==> src/rtl/aurora_simplex_tx_ctrl.sv <==
// Aurora 64B/66B simplex TX channel control: init sequencing, block-type select, CC scheduling, lane enables.
// Outputs are registered one cycle after their inputs; axi_ready drops during CC and outside READY.
module aurora_simplex_tx_ctrl #(
  parameter int MAX_LINKS    = 4,
  parameter int LANE_SEL_W   = 2,
  parameter int RESET_CYCLES = 64,
  parameter int TIMEOUT      = 65536,
  parameter int CC_PERIOD    = 5000,
  parameter int CC_LEN       = 3
) (
  input  logic                  clk,
  input  logic                  rst,
  input  logic                  single_lane,
  input  logic [LANE_SEL_W-1:0] lane_select,
  input  logic                  simplex_aligned,
  input  logic                  simplex_bonded,
  input  logic                  simplex_verified,
  input  logic                  simplex_reset,
  input  logic                  axi_valid,
  output logic                  axi_ready,
  output logic [MAX_LINKS-1:0]  lane_en,
  output logic [2:0]            blk_sel,
  output logic                  channel_up,
  output logic                  timeout_err,
  output logic                  cfg_err
);
  typedef enum logic [2:0] {ST_RESET, ST_ALIGN, ST_BOND, ST_VERIFY, ST_READY} state_t;

  localparam logic [2:0] BLK_NONE = 3'd0, BLK_IDLE = 3'd1, BLK_CB = 3'd2,
                         BLK_VER  = 3'd3, BLK_CC   = 3'd4, BLK_DATA = 3'd5;
  localparam int SCW  = $clog2((TIMEOUT > RESET_CYCLES ? TIMEOUT : RESET_CYCLES) + 1);
  localparam int CCW  = $clog2(CC_PERIOD + 1);
  localparam int REMW = $clog2(CC_LEN + 1);

  state_t               state, state_nxt;
  logic [SCW-1:0]       st_cnt;
  logic [CCW-1:0]       cc_cnt, cc_cnt_nxt;
  logic [REMW-1:0]      cc_rem, cc_rem_nxt;
  logic                 single_q;
  logic                 tmo_hit, cc_wrap, cc_nxt, cfg_bad;
  logic [MAX_LINKS-1:0] cfg_lanes;

  always_comb begin
    state_nxt = state;
    tmo_hit   = 1'b0;
    if (simplex_reset) begin
      state_nxt = ST_RESET;
    end else begin
      case (state)
        ST_RESET:  if (st_cnt == SCW'(RESET_CYCLES - 1)) state_nxt = ST_ALIGN;
        ST_ALIGN:  if (simplex_aligned) state_nxt = single_q ? ST_VERIFY : ST_BOND;
                   else if (st_cnt == SCW'(TIMEOUT - 1)) begin state_nxt = ST_RESET; tmo_hit = 1'b1; end
        ST_BOND:   if (simplex_bonded) state_nxt = ST_VERIFY;
                   else if (st_cnt == SCW'(TIMEOUT - 1)) begin state_nxt = ST_RESET; tmo_hit = 1'b1; end
        ST_VERIFY: if (simplex_verified) state_nxt = ST_READY;
                   else if (st_cnt == SCW'(TIMEOUT - 1)) begin state_nxt = ST_RESET; tmo_hit = 1'b1; end
        ST_READY:  if (!simplex_aligned) state_nxt = ST_RESET;
        default:   state_nxt = ST_RESET;
      endcase
    end
  end

  // CC counter idles at 0 in RESET; a sequence starts the cycle after each wrap and dies on RESET entry.
  always_comb begin
    cc_wrap    = (state != ST_RESET) && (cc_cnt == CCW'(CC_PERIOD - 1));
    cc_cnt_nxt = (state == ST_RESET || state_nxt == ST_RESET || cc_wrap) ? '0 : cc_cnt + CCW'(1);
    if (state_nxt == ST_RESET)  cc_rem_nxt = '0;
    else if (cc_wrap)           cc_rem_nxt = REMW'(CC_LEN);
    else if (cc_rem != '0)      cc_rem_nxt = cc_rem - REMW'(1);
    else                        cc_rem_nxt = '0;
    cc_nxt    = (cc_rem_nxt != '0);
    cfg_bad   = single_lane && (int'(lane_select) >= MAX_LINKS);
    cfg_lanes = !single_lane ? '1 : cfg_bad ? MAX_LINKS'(1) : MAX_LINKS'(1) << lane_select;
  end

  always_ff @(posedge clk or posedge rst) begin
    if (rst) begin
      state       <= ST_RESET;
      st_cnt      <= '0;
      cc_cnt      <= '0;
      cc_rem      <= '0;
      single_q    <= 1'b0;
      lane_en     <= '0;
      blk_sel     <= BLK_NONE;
      axi_ready   <= 1'b0;
      channel_up  <= 1'b0;
      timeout_err <= 1'b0;
      cfg_err     <= 1'b0;
    end else begin
      state       <= state_nxt;
      st_cnt      <= (state_nxt != state || simplex_reset) ? '0 : st_cnt + SCW'(1);
      cc_cnt      <= cc_cnt_nxt;
      cc_rem      <= cc_rem_nxt;
      timeout_err <= tmo_hit;
      channel_up  <= (state_nxt == ST_READY);
      axi_ready   <= (state_nxt == ST_READY) && !cc_nxt;
      if (state == ST_RESET && state_nxt == ST_ALIGN) begin
        single_q <= single_lane;
        lane_en  <= cfg_lanes;
        if (cfg_bad) cfg_err <= 1'b1;
      end else if (state_nxt == ST_RESET) begin
        lane_en <= '0;
      end
      // DATA marks the beat offered now, which is accepted if ready is high next cycle.
      if (cc_nxt) blk_sel <= BLK_CC;
      else begin
        case (state_nxt)
          ST_ALIGN:  blk_sel <= BLK_IDLE;
          ST_BOND:   blk_sel <= BLK_CB;
          ST_VERIFY: blk_sel <= BLK_VER;
          ST_READY:  blk_sel <= axi_valid ? BLK_DATA : BLK_IDLE;
          default:   blk_sel <= BLK_NONE;
        endcase
      end
    end
  end
endmodule
==> config.mk <==
export PLATFORM = sky130hd
export DESIGN_NAME = aurora_simplex_tx_ctrl
export DESIGN_NICKNAME = d
export VERILOG_FILES = /design/src/rtl/aurora_simplex_tx_ctrl.sv
export SDC_FILE = /design/constraint.sdc
export NUM_CORES = 1
export LEC_CHECK = 0
export BUFFER_PORTS_ARGS = -buffer_cell sky130_fd_sc_hd__clkbuf_2
export CORE_MARGIN = 3
export CORE_UTILIZATION = 60
export DETAILED_ROUTE_END_ITERATION = 10
export PLACE_DENSITY = 0.8
export SYNTH_ARGS = -nofsm -noshare
export SYNTH_HDL_FRONTEND = slang
export SYNTH_SLANG_ARGS = --single-unit
==> constraint.sdc <==
create_clock -name clk -period 3.9 [get_ports clk]
set_clock_uncertainty 0.2 [all_clocks]
set_input_delay 0.195 -clock clk [delete_from_list [all_inputs] [get_ports clk]]
set_output_delay 0.195 -clock clk [all_outputs]
set_load 0.005 [all_outputs]
==> flow_metrics.tcl, run 1 <==
set metrics [dict create \
    status "finished, final reports clean" \
    drc_errors 0 \
    min_period_ps 3280 \
    filler_cell_count 332 \
    cts_tree "done" \
    detail_route.wl_per_cell_um 15.7 \
    pin_count 21 \
    cts_inserted_buffers 5 \
    slew-limit-headroom_pct 36.2 \
    worstPathMaxFanout 16 \
    crit_arrival_ps 3280 \
    route.top_layer_used "met4" \
    die-height_um 72.6 \
    detailedRoute.firstPassIterationCount 4 \
    worstSetupStartpoint "st_cnt[2]" \
    floorplan.initialDensity_pct 64.1 \
    gp_routability_congestion 0.811 \
    numClockSinks 46 \
    synth-main-ff-cell "sky130_fd_sc_hd__dfrtp_1" \
    synth_xor_area_share_pct 8.24 \
    clk-insertion-delay-late_ps 310 \
    synth-warning-count 0 \
    cts.hold.buffers_added 4 \
    worstSetupStartpointType "flip-flop" \
    p_per_area_nw_per_um2 284 \
    detail_route.vias_per_cell 6.04 \
    antenna_cells_inserted 0 \
    core-area_um2 4140 \
    hold_start "simplex_verified" \
    wirelength_met1_um 2650 \
    synth_enable_flop_cells 0 \
    post_cts.repair.setup_buffers 0 \
    metal3_wl_um 253 \
    slowest_cell_on_the_critical_path "sky130_fd_sc_hd__or2_0" \
    finalNetCount 310 \
    vdd.ir_drop.worst_mv 0.184 \
    cts.clk_slew.worst_paths_ps 100 \
    synthSimpleGateAreaFrac_pct 24.0 \
    worst_r2r_path_depth 9 \
    worst-endpoint-required_ps 3900 \
    max_cap_violations 0 \
    crit_path_max_incr_delay_ps 570 \
    drive_above_1_share_pct 14.8 \
    met2WireLength_um 2480 \
    synth_area_per_cell_um2 9.59 \
    max_clock_freq_mhz 305 \
    area.growth.synth_to_final_pct 9.18 \
    cts_max_path_buffers 2 \
    worst_hold_path_type "input pin to flip-flop" \
    ctsHtreeMaxLevel 2 \
    unrepaired_setup_endpoints_after_global_routing "false" \
    report.final.slew_viol_count 0 \
    worst-path-buf-inv 0 \
    synth_adder_area_share_pct 1.41 \
    clock_tree.root_cell "sky130_fd_sc_hd__clkbuf_8" \
    netlist_instances 277 \
    synth_compound_area_share_pct 9.89 \
    path_cells "and4_1 -> nand2_1 -> nor4_1 -> ha_1 -> o21ai_0 -> a32oi_1 -> or2_0 -> nor3_1 -> mux2_2" \
    regToRegSetupSlack_ps 620 \
    vias_in_the_first_global_route 1992 \
    antenna_violations_before_repair 0 \
    chipWidth_um 72.6 \
    die-area_um2 5260 \
    globalRouteOverflowTotal 0 \
    cp_top_family "simple AND/OR/NAND/NOR gates" \
    routed_wirelength_um 5480 \
    timing_worst_slew_pin_value_ps 955 \
    worst_flop_to_flop_path_endpoint "st_cnt[3]" \
    detailed_place_hpwl_um 3800 \
    netlist_area_um2 2660 \
    post-route-cell-area_um2 2900 \
    drtIter0Drc 156 \
    critical_path.reg2reg.startpoint "st_cnt[2]" \
    synth.lib_cells_used.distinct 41 \
    timing_worst_setup_path_type "flip-flop to flip-flop" \
    worst_hold_path.num_cells 3 \
    postSynth.asyncResetShare_pct 100 \
    post-route-period-util_pct 84.1 \
    synth-seq-cells 46 \
    syn_nets 290 \
    setup_viol_count_final 0 \
    vias 2103 \
    placementRows 23 \
    grt_max_degree 47 \
    combinational_family_with_the_most_area_after_synthesis "simple AND/OR/NAND/NOR gates" \
    detail-route-antenna-nets 0 \
    grt_pass1_wl_um 9400 \
    final_hold_viol_count 0 \
    static-leakage-power_nw 1.20 \
    detailed_place.area_um2 2770 \
    critPathCaptureType "flip-flop" \
    holdPathEnd "channel_up" \
    post_synth_mux_area_share_pct 8.90 \
    portBuffers 19 \
    cts_repair_resize_count 0 \
    timing.setup.tns_ps 0 \
    track_usage_pct 22.8 \
    seq_area_frac_synth_pct 43.3 \
]
-- cells in the final DEF (no fill, tap or decap), types with 2 or more instances in the layout --
master	count
sky130_fd_sc_hd__nor3b_1	2
sky130_fd_sc_hd__mux2_2	4
sky130_fd_sc_hd__inv_1	9
sky130_fd_sc_hd__nor4_1	6
sky130_fd_sc_hd__nand3_1	23
sky130_fd_sc_hd__clkbuf_2	19
sky130_fd_sc_hd__nor3_1	7
sky130_fd_sc_hd__o31ai_1	2
sky130_fd_sc_hd__xor2_1	18
sky130_fd_sc_hd__or3_1	12
sky130_fd_sc_hd__clkbuf_8	5
sky130_fd_sc_hd__and4_1	4
sky130_fd_sc_hd__dlygate4sd3_1	4
sky130_fd_sc_hd__a21oi_2	4
sky130_fd_sc_hd__dfrtp_1	46
sky130_fd_sc_hd__ha_1	3
sky130_fd_sc_hd__o21bai_1	2
sky130_fd_sc_hd__nor2_1	12
sky130_fd_sc_hd__mux2i_1	18
sky130_fd_sc_hd__xnor2_1	7
sky130_fd_sc_hd__nor2b_1	2
sky130_fd_sc_hd__nand4_1	10
sky130_fd_sc_hd__nand2b_1	2
sky130_fd_sc_hd__and3_1	6
sky130_fd_sc_hd__buf_4	3
sky130_fd_sc_hd__a211oi_1	11
sky130_fd_sc_hd__nand2_1	21
sky130_fd_sc_hd__clkinv_2	2
sky130_fd_sc_hd__o21ai_0	7
sky130_fd_sc_hd__a21oi_1	13
-- stage by stage --
step	worst slack [ps]	utilization, %	hold WS, ps	power, W	instances
global route	243	70.0	36.4	0.000848	348
detailed placement	688	66.9	257	0.000529	336
finish	621	70.0	15.0	0.000823	348
global placement	863	66.9	242	0.000527	336
CTS	650	70.0	1.30	0.000825	348
floorplan	1060	-	58.1	0.000515	277
-- state kept, by name (all words and copies together), names as in the netlist --
signal       cells
st_cnt          17
cc_cnt          13
lane_en          4
blk_sel          3
state            3
cc_rem           2
axi_ready        1
channel_up       1
single_q         1
timeout_err      1
-- worst max-delay path by stage --
stage           endpoint  slack, ps  cells past startpoint
2_1_floorplan  st_cnt[3]       1060                     10
4_1_cts        st_cnt[3]        650                      9
3_3_place_gp   st_cnt[3]        860                      9
3_5_place_dp   st_cnt[3]        690                      9
6_report       st_cnt[3]        620                      9
5_1_grt        st_cnt[3]        240                      9
-- cell type report --
type	instances	area [um2]	share of cell area, %
clock buffers	5	68.8	2.37
clock inverters	3	21.3	0.733
inverters	11	42.5	1.47
multi-input cells	207	1400	48.2
flip-flops and latches	46	1150	39.7
well taps	50	62.6	2.16
repair buffers	26	158	5.43
-- synth_stat cells, drive strengths merged (2+ instances only) --
master	n	area, um2
o31ai	2	15.0
a211oi	11	82.6
nand3	23	115
and4	4	35.0
ha	3	37.5
mux2i	18	180
and3	6	37.5
o21bai	2	15.0
buf	4	32.5
or3	13	86.3
xnor2	7	61.3
inv	10	37.5
nor3	8	45.0
dfrtp	46	1150
nor2	12	45.0
o21ai	7	35.0
nor4	7	58.8
nor3b	2	15.0
clkbuf	9	33.8
nand2	21	78.8
nand2b	2	12.5
nor2b	2	12.5
a21oi	17	100
xor2	18	158
mux2	5	56.3
nand4	10	62.6
-- logic make-up (layout without fill, tap and decap cells) --
| group | Yosys count | after routing |
|---|---|---|
| multiplexers | 23 | 23 |
| AO/OA/AOI/OAI | 41 | 41 |
| XOR/XNOR | 25 | 25 |
| adder cells (fa/ha/maj) | 3 | 3 |
| flip-flops | 46 | 46 |
| other | 1 | 1 |
| buffers and inverters | 24 | 45 |
| AND/OR/NAND/NOR | 114 | 114 |
-- metal layers --
layer  vias to the layer above  GRT usage, %
met5                         -             0
met4                         0          7.17
met3                        12          5.12
met2                        53          34.4
met1                      1001          32.9
li1                       1037             -
-- tightest hold or removal path, delay by kind of cell --
family	cells	cell delay [ps]
buffers and inverters	1	120
AOI/OAI and AO/OA	1	70
and+or+nand+nor	1	110
-- where the power goes --
group,total (W),internal (W),switching (W)
registers,0.000482,0.000479,0.00000263
logic,0.0000405,0.0000137,0.0000268
clock network,0.000301,0.000126,0.000175
Note: power is estimated with default switching activity, not from simulation.
==> run 2: changes to the inputs <==
--- a/config.mk
+++ b/config.mk
@@ -5,11 +5,12 @@
 export SDC_FILE = /design/constraint.sdc
 export NUM_CORES = 1
 export LEC_CHECK = 0
+export ABC_AREA = 1
 export BUFFER_PORTS_ARGS = -buffer_cell sky130_fd_sc_hd__clkbuf_2
 export CORE_MARGIN = 3
-export CORE_UTILIZATION = 60
+export CORE_UTILIZATION = 53
 export DETAILED_ROUTE_END_ITERATION = 10
-export PLACE_DENSITY = 0.8
+export PLACE_DENSITY = 0.75
 export SYNTH_ARGS = -nofsm -noshare
 export SYNTH_HDL_FRONTEND = slang
 export SYNTH_SLANG_ARGS = --single-unit
==> constraint.sdc (replaced) <==
create_clock -name clk -period 2.8 [get_ports clk]
set_clock_uncertainty 0.2 [all_clocks]
set_input_delay 0.14 -clock clk [delete_from_list [all_inputs] [get_ports clk]]
set_output_delay 0.14 -clock clk [all_outputs]
set_load 0.005 [all_outputs]
==> run 2 against run 1 <==
  * Via count fell by 1.7%
  * Synthesized cell count is 3.2% higher
  * Register-to-register slack lost 560 ps
  * Maximum frequency up 20%
  * Largest power group unchanged
==> flow_metrics.tcl, run 2 <==
set metrics [dict create \
    vdd.ir_drop.worst_mv 0.289 \
    yosys.area.top_type_share_pct 47.3 \
    post-route-cell-area_um2 3070 \
    status "finished, final reports clean" \
    final_common_cell "sky130_fd_sc_hd__nand2_1" \
    synth-main-ff-cell "sky130_fd_sc_hd__dfrtp_1" \
    p_per_area_nw_per_um2 408 \
    report.final.slew_viol_count 0 \
    placementRows 24 \
    post_synth_mux_area_share_pct 0 \
    worst-endpoint-required_ps 2840 \
    worstPathMaxFanout 8 \
    pin_count 21 \
    setup_viol_count_final 0 \
    grt_max_degree 47 \
    detail_route.wl_per_cell_um 13.3 \
    detailed_place.area_um2 2690 \
    worst_hold_path_type "input pin to flip-flop" \
    portBuffers 19 \
    synth_area_per_cell_um2 8.52 \
    synthSimpleGateAreaFrac_pct 32.7 \
    track_usage_pct 21.6 \
    timing_worst_setup_path_type "flip-flop to flip-flop" \
    path_cells "ha_2 -> nand3_4 -> nor3_4 -> nand3_2 -> or2_4 -> nor3_4 -> ha_4 -> nor2_1 -> o21ai_1 -> nand3_2 -> nand3_1 -> nand2_2 -> nor2_4 -> nand2_8 -> nor2_2" \
    cts_tree "done" \
    cts.clk_slew.worst_paths_ps 90 \
    crit_arrival_ps 2780 \
    detailedRoute.firstPassIterationCount 5 \
    detailed_place_hpwl_um 3330 \
    filler_cell_count 326 \
    clock_tree.root_cell "sky130_fd_sc_hd__clkbuf_8" \
    syn_nets 299 \
    post-route-period-util_pct 98.0 \
    multi_input_comb_area_um2 1230 \
    slowest_cell_on_the_critical_path "sky130_fd_sc_hd__dfrtp_1" \
    postSynth.asyncResetShare_pct 100 \
    synth-warning-count 0 \
    globalRouteOverflowTotal 0 \
    detail_route.vias_per_cell 5.22 \
    gp_routability_congestion 0.835 \
    area.growth.synth_to_final_pct 26.0 \
    area.sequential_um2 1150 \
    floorplan.initialDensity_pct 55.6 \
    synth_xor_area_share_pct 7.91 \
    critPathCaptureType "flip-flop" \
    crit_path_max_incr_delay_ps 360 \
    drc_errors 0 \
    max_clock_freq_mhz 365 \
    layout.cells.most_common_list "sky130_fd_sc_hd__nand2_1 (49), sky130_fd_sc_hd__dfrtp_1 (46), sky130_fd_sc_hd__inv_1 (34)" \
    synth_compound_area_share_pct 3.18 \
    slew-limit-headroom_pct 38.2 \
    die-area_um2 5450 \
    chipWidth_um 73.8 \
    cts_max_path_buffers 2 \
    cts_inserted_buffers 5 \
    grt_pass1_wl_um 8920 \
    synth_enable_flop_cells 0 \
    antenna_violations_before_repair 0 \
    yosysTopAreaCell "sky130_fd_sc_hd__dfrtp_1" \
    vias_in_the_first_global_route 1986 \
    finalHoldWorstSlack_ps 38.0 \
    synth_adder_area_share_pct 1.54 \
    max_cap_violations 0 \
    drtIter0Drc 97 \
    vias 2068 \
    seq_area_frac_synth_pct 47.3 \
    worstSetupStartpointType "flip-flop" \
    routed_wirelength_um 5290 \
    most_frequently_used_cell_type_in_the_post_synthesis_netlist "sky130_fd_sc_hd__nand2_1" \
    final_hold_viol_count 0 \
    timing.setup.tns_ps 0 \
    timing_worst_slew_pin_value_ps 925 \
    finalNetCount 356 \
    reg_top3 "st_cnt x17, cc_cnt x13, lane_en x4" \
    netlist_area_um2 2440 \
    antenna_cells_inserted 0 \
    layout.core_utilization_pct 70.0 \
    largest_register "st_cnt" \
    synth.top_cells.by_count "sky130_fd_sc_hd__nand2_1 (52), sky130_fd_sc_hd__dfrtp_1 (46), sky130_fd_sc_hd__inv_1 (35), sky130_fd_sc_hd__nor2_1 (34), sky130_fd_sc_hd__nand3_1 (22)" \
    numClockSinks 46 \
    detail-route-antenna-nets 0 \
    drive_above_1_share_pct 30.2 \
    largest_register_ffs 17 \
    die-height_um 73.8 \
    combinational_family_with_the_most_area_after_synthesis "simple AND/OR/NAND/NOR gates" \
    core-area_um2 4380 \
    synthTopCellsByArea "sky130_fd_sc_hd__dfrtp_1 (47%), sky130_fd_sc_hd__nand2_1 (8.0%), sky130_fd_sc_hd__xor2_1 (5.8%)" \
    ctsHtreeMaxLevel 2 \
    synth-seq-cells 46 \
    clk-insertion-delay-late_ps 310 \
    netlist_instances 286 \
    min_period_ps 2740 \
    static-leakage-power_nw 1.59 \
    synth.lib_cells_used.distinct 29 \
]
run 2: changes by cell type after synthesis, moves of 5 or more:
| cell | previous run | this run |
|---|---|---|
| sky130_fd_sc_hd__a211oi_1 | 11 | 0 |
| sky130_fd_sc_hd__a21oi_1 | 13 | 2 |
| sky130_fd_sc_hd__clkbuf_1 | 9 | 0 |
| sky130_fd_sc_hd__inv_1 | 10 | 35 |
| sky130_fd_sc_hd__mux2i_1 | 18 | 0 |
| sky130_fd_sc_hd__nand2_1 | 21 | 52 |
| sky130_fd_sc_hd__nand2_2 | 0 | 5 |
| sky130_fd_sc_hd__nor2_1 | 12 | 34 |
| sky130_fd_sc_hd__nor2_2 | 0 | 20 |
| sky130_fd_sc_hd__nor4_1 | 6 | 1 |
| sky130_fd_sc_hd__or3_1 | 12 | 0 |
run 2: metal layers:
layer	global-route usage, %	vias to the layer above	wire (um)
li1	-	1014	-
met1	28.2	989	2290
met2	35.0	50	2650
met3	5.47	15	230
met4	7.04	0	119
met5	0	-	0
run 2: where the power goes:
| group | switching [W] | leakage, nW | internal (W) |
|---|---|---|---|
| clock | 0.000240 | 0.0563 | 0.000272 |
| combinational | 0.0000417 | 0.892 | 0.0000267 |
| sequential | 0.00000358 | 0.638 | 0.000670 |
| total | 0.000285 | 1.59 | 0.000968 |
run 2: area by class of cell:
cell class / count / area share [%]
Inverter: 38 / 4.65
Timing Repair Buffer: 51 / 11.9
Clock inverter: 3 / 1.59
Clock buffer: 5 / 2.24
Tap cell: 52 / 2.12
Sequential cell: 46 / 37.5
Multi-Input combinational cell: 201 / 40.0
run 2: path summary, 6_finish.rpt:
path | depth (start not counted) | endpoint | slack [ps] | from
max | 15 | st_cnt[7] | 60 | st_cnt[1]
min | 4 | timeout_err | 40 | simplex_bonded
max reg2reg | 15 | st_cnt[7] | 60 | st_cnt[1]
min reg2reg | 1 | cc_cnt[0] | 280 | cc_cnt[0]
max in group asynchronous | 3 | st_cnt[13] | 1440 | rst
min in group asynchronous | 3 | cc_cnt[3] | 370 | rst
run 2: per-stage QoR:
stage	instances	setup WS (ps)	total power (W)
6_report	396	56.7	0.00125
5_1_grt	396	-102	0.00130
4_1_cts	395	-49.0	0.00126
3_5_place_dp	369	-95.9	0.000738
3_3_place_gp	369	-19.4	0.000737
2_1_floorplan	286	27.0	0.000720
run 2: cell families after synthesis:
group / after synthesis
compound gates: 14
xor+xnor: 22
fa+ha+maj: 3
buf+inv: 41
flops: 46
other cells: 1
simple gates: 159
run 2: critical path: cells and delay by family, from the launching register on:
| kind | cells | cell delay (ps) |
|---|---|---|
| AND/OR/NAND/NOR | 12 | 1550 |
| adder cells (fa/ha/maj) | 2 | 400 |
| flip-flops | 1 | 360 |
| AO/OA/AOI/OAI | 1 | 170 |
run 2: repair_timing:
action / 4_1_cts / 5_1_grt
gates cloned: 2 / 0
hold endpoints to repair: 53 / 0
buffers inserted: 9 / 1
hold buffers: 7 / 0
pin swaps: 11 / 11
setup endpoints to repair: 41 / 41
gates resized for setup: 11 / 9
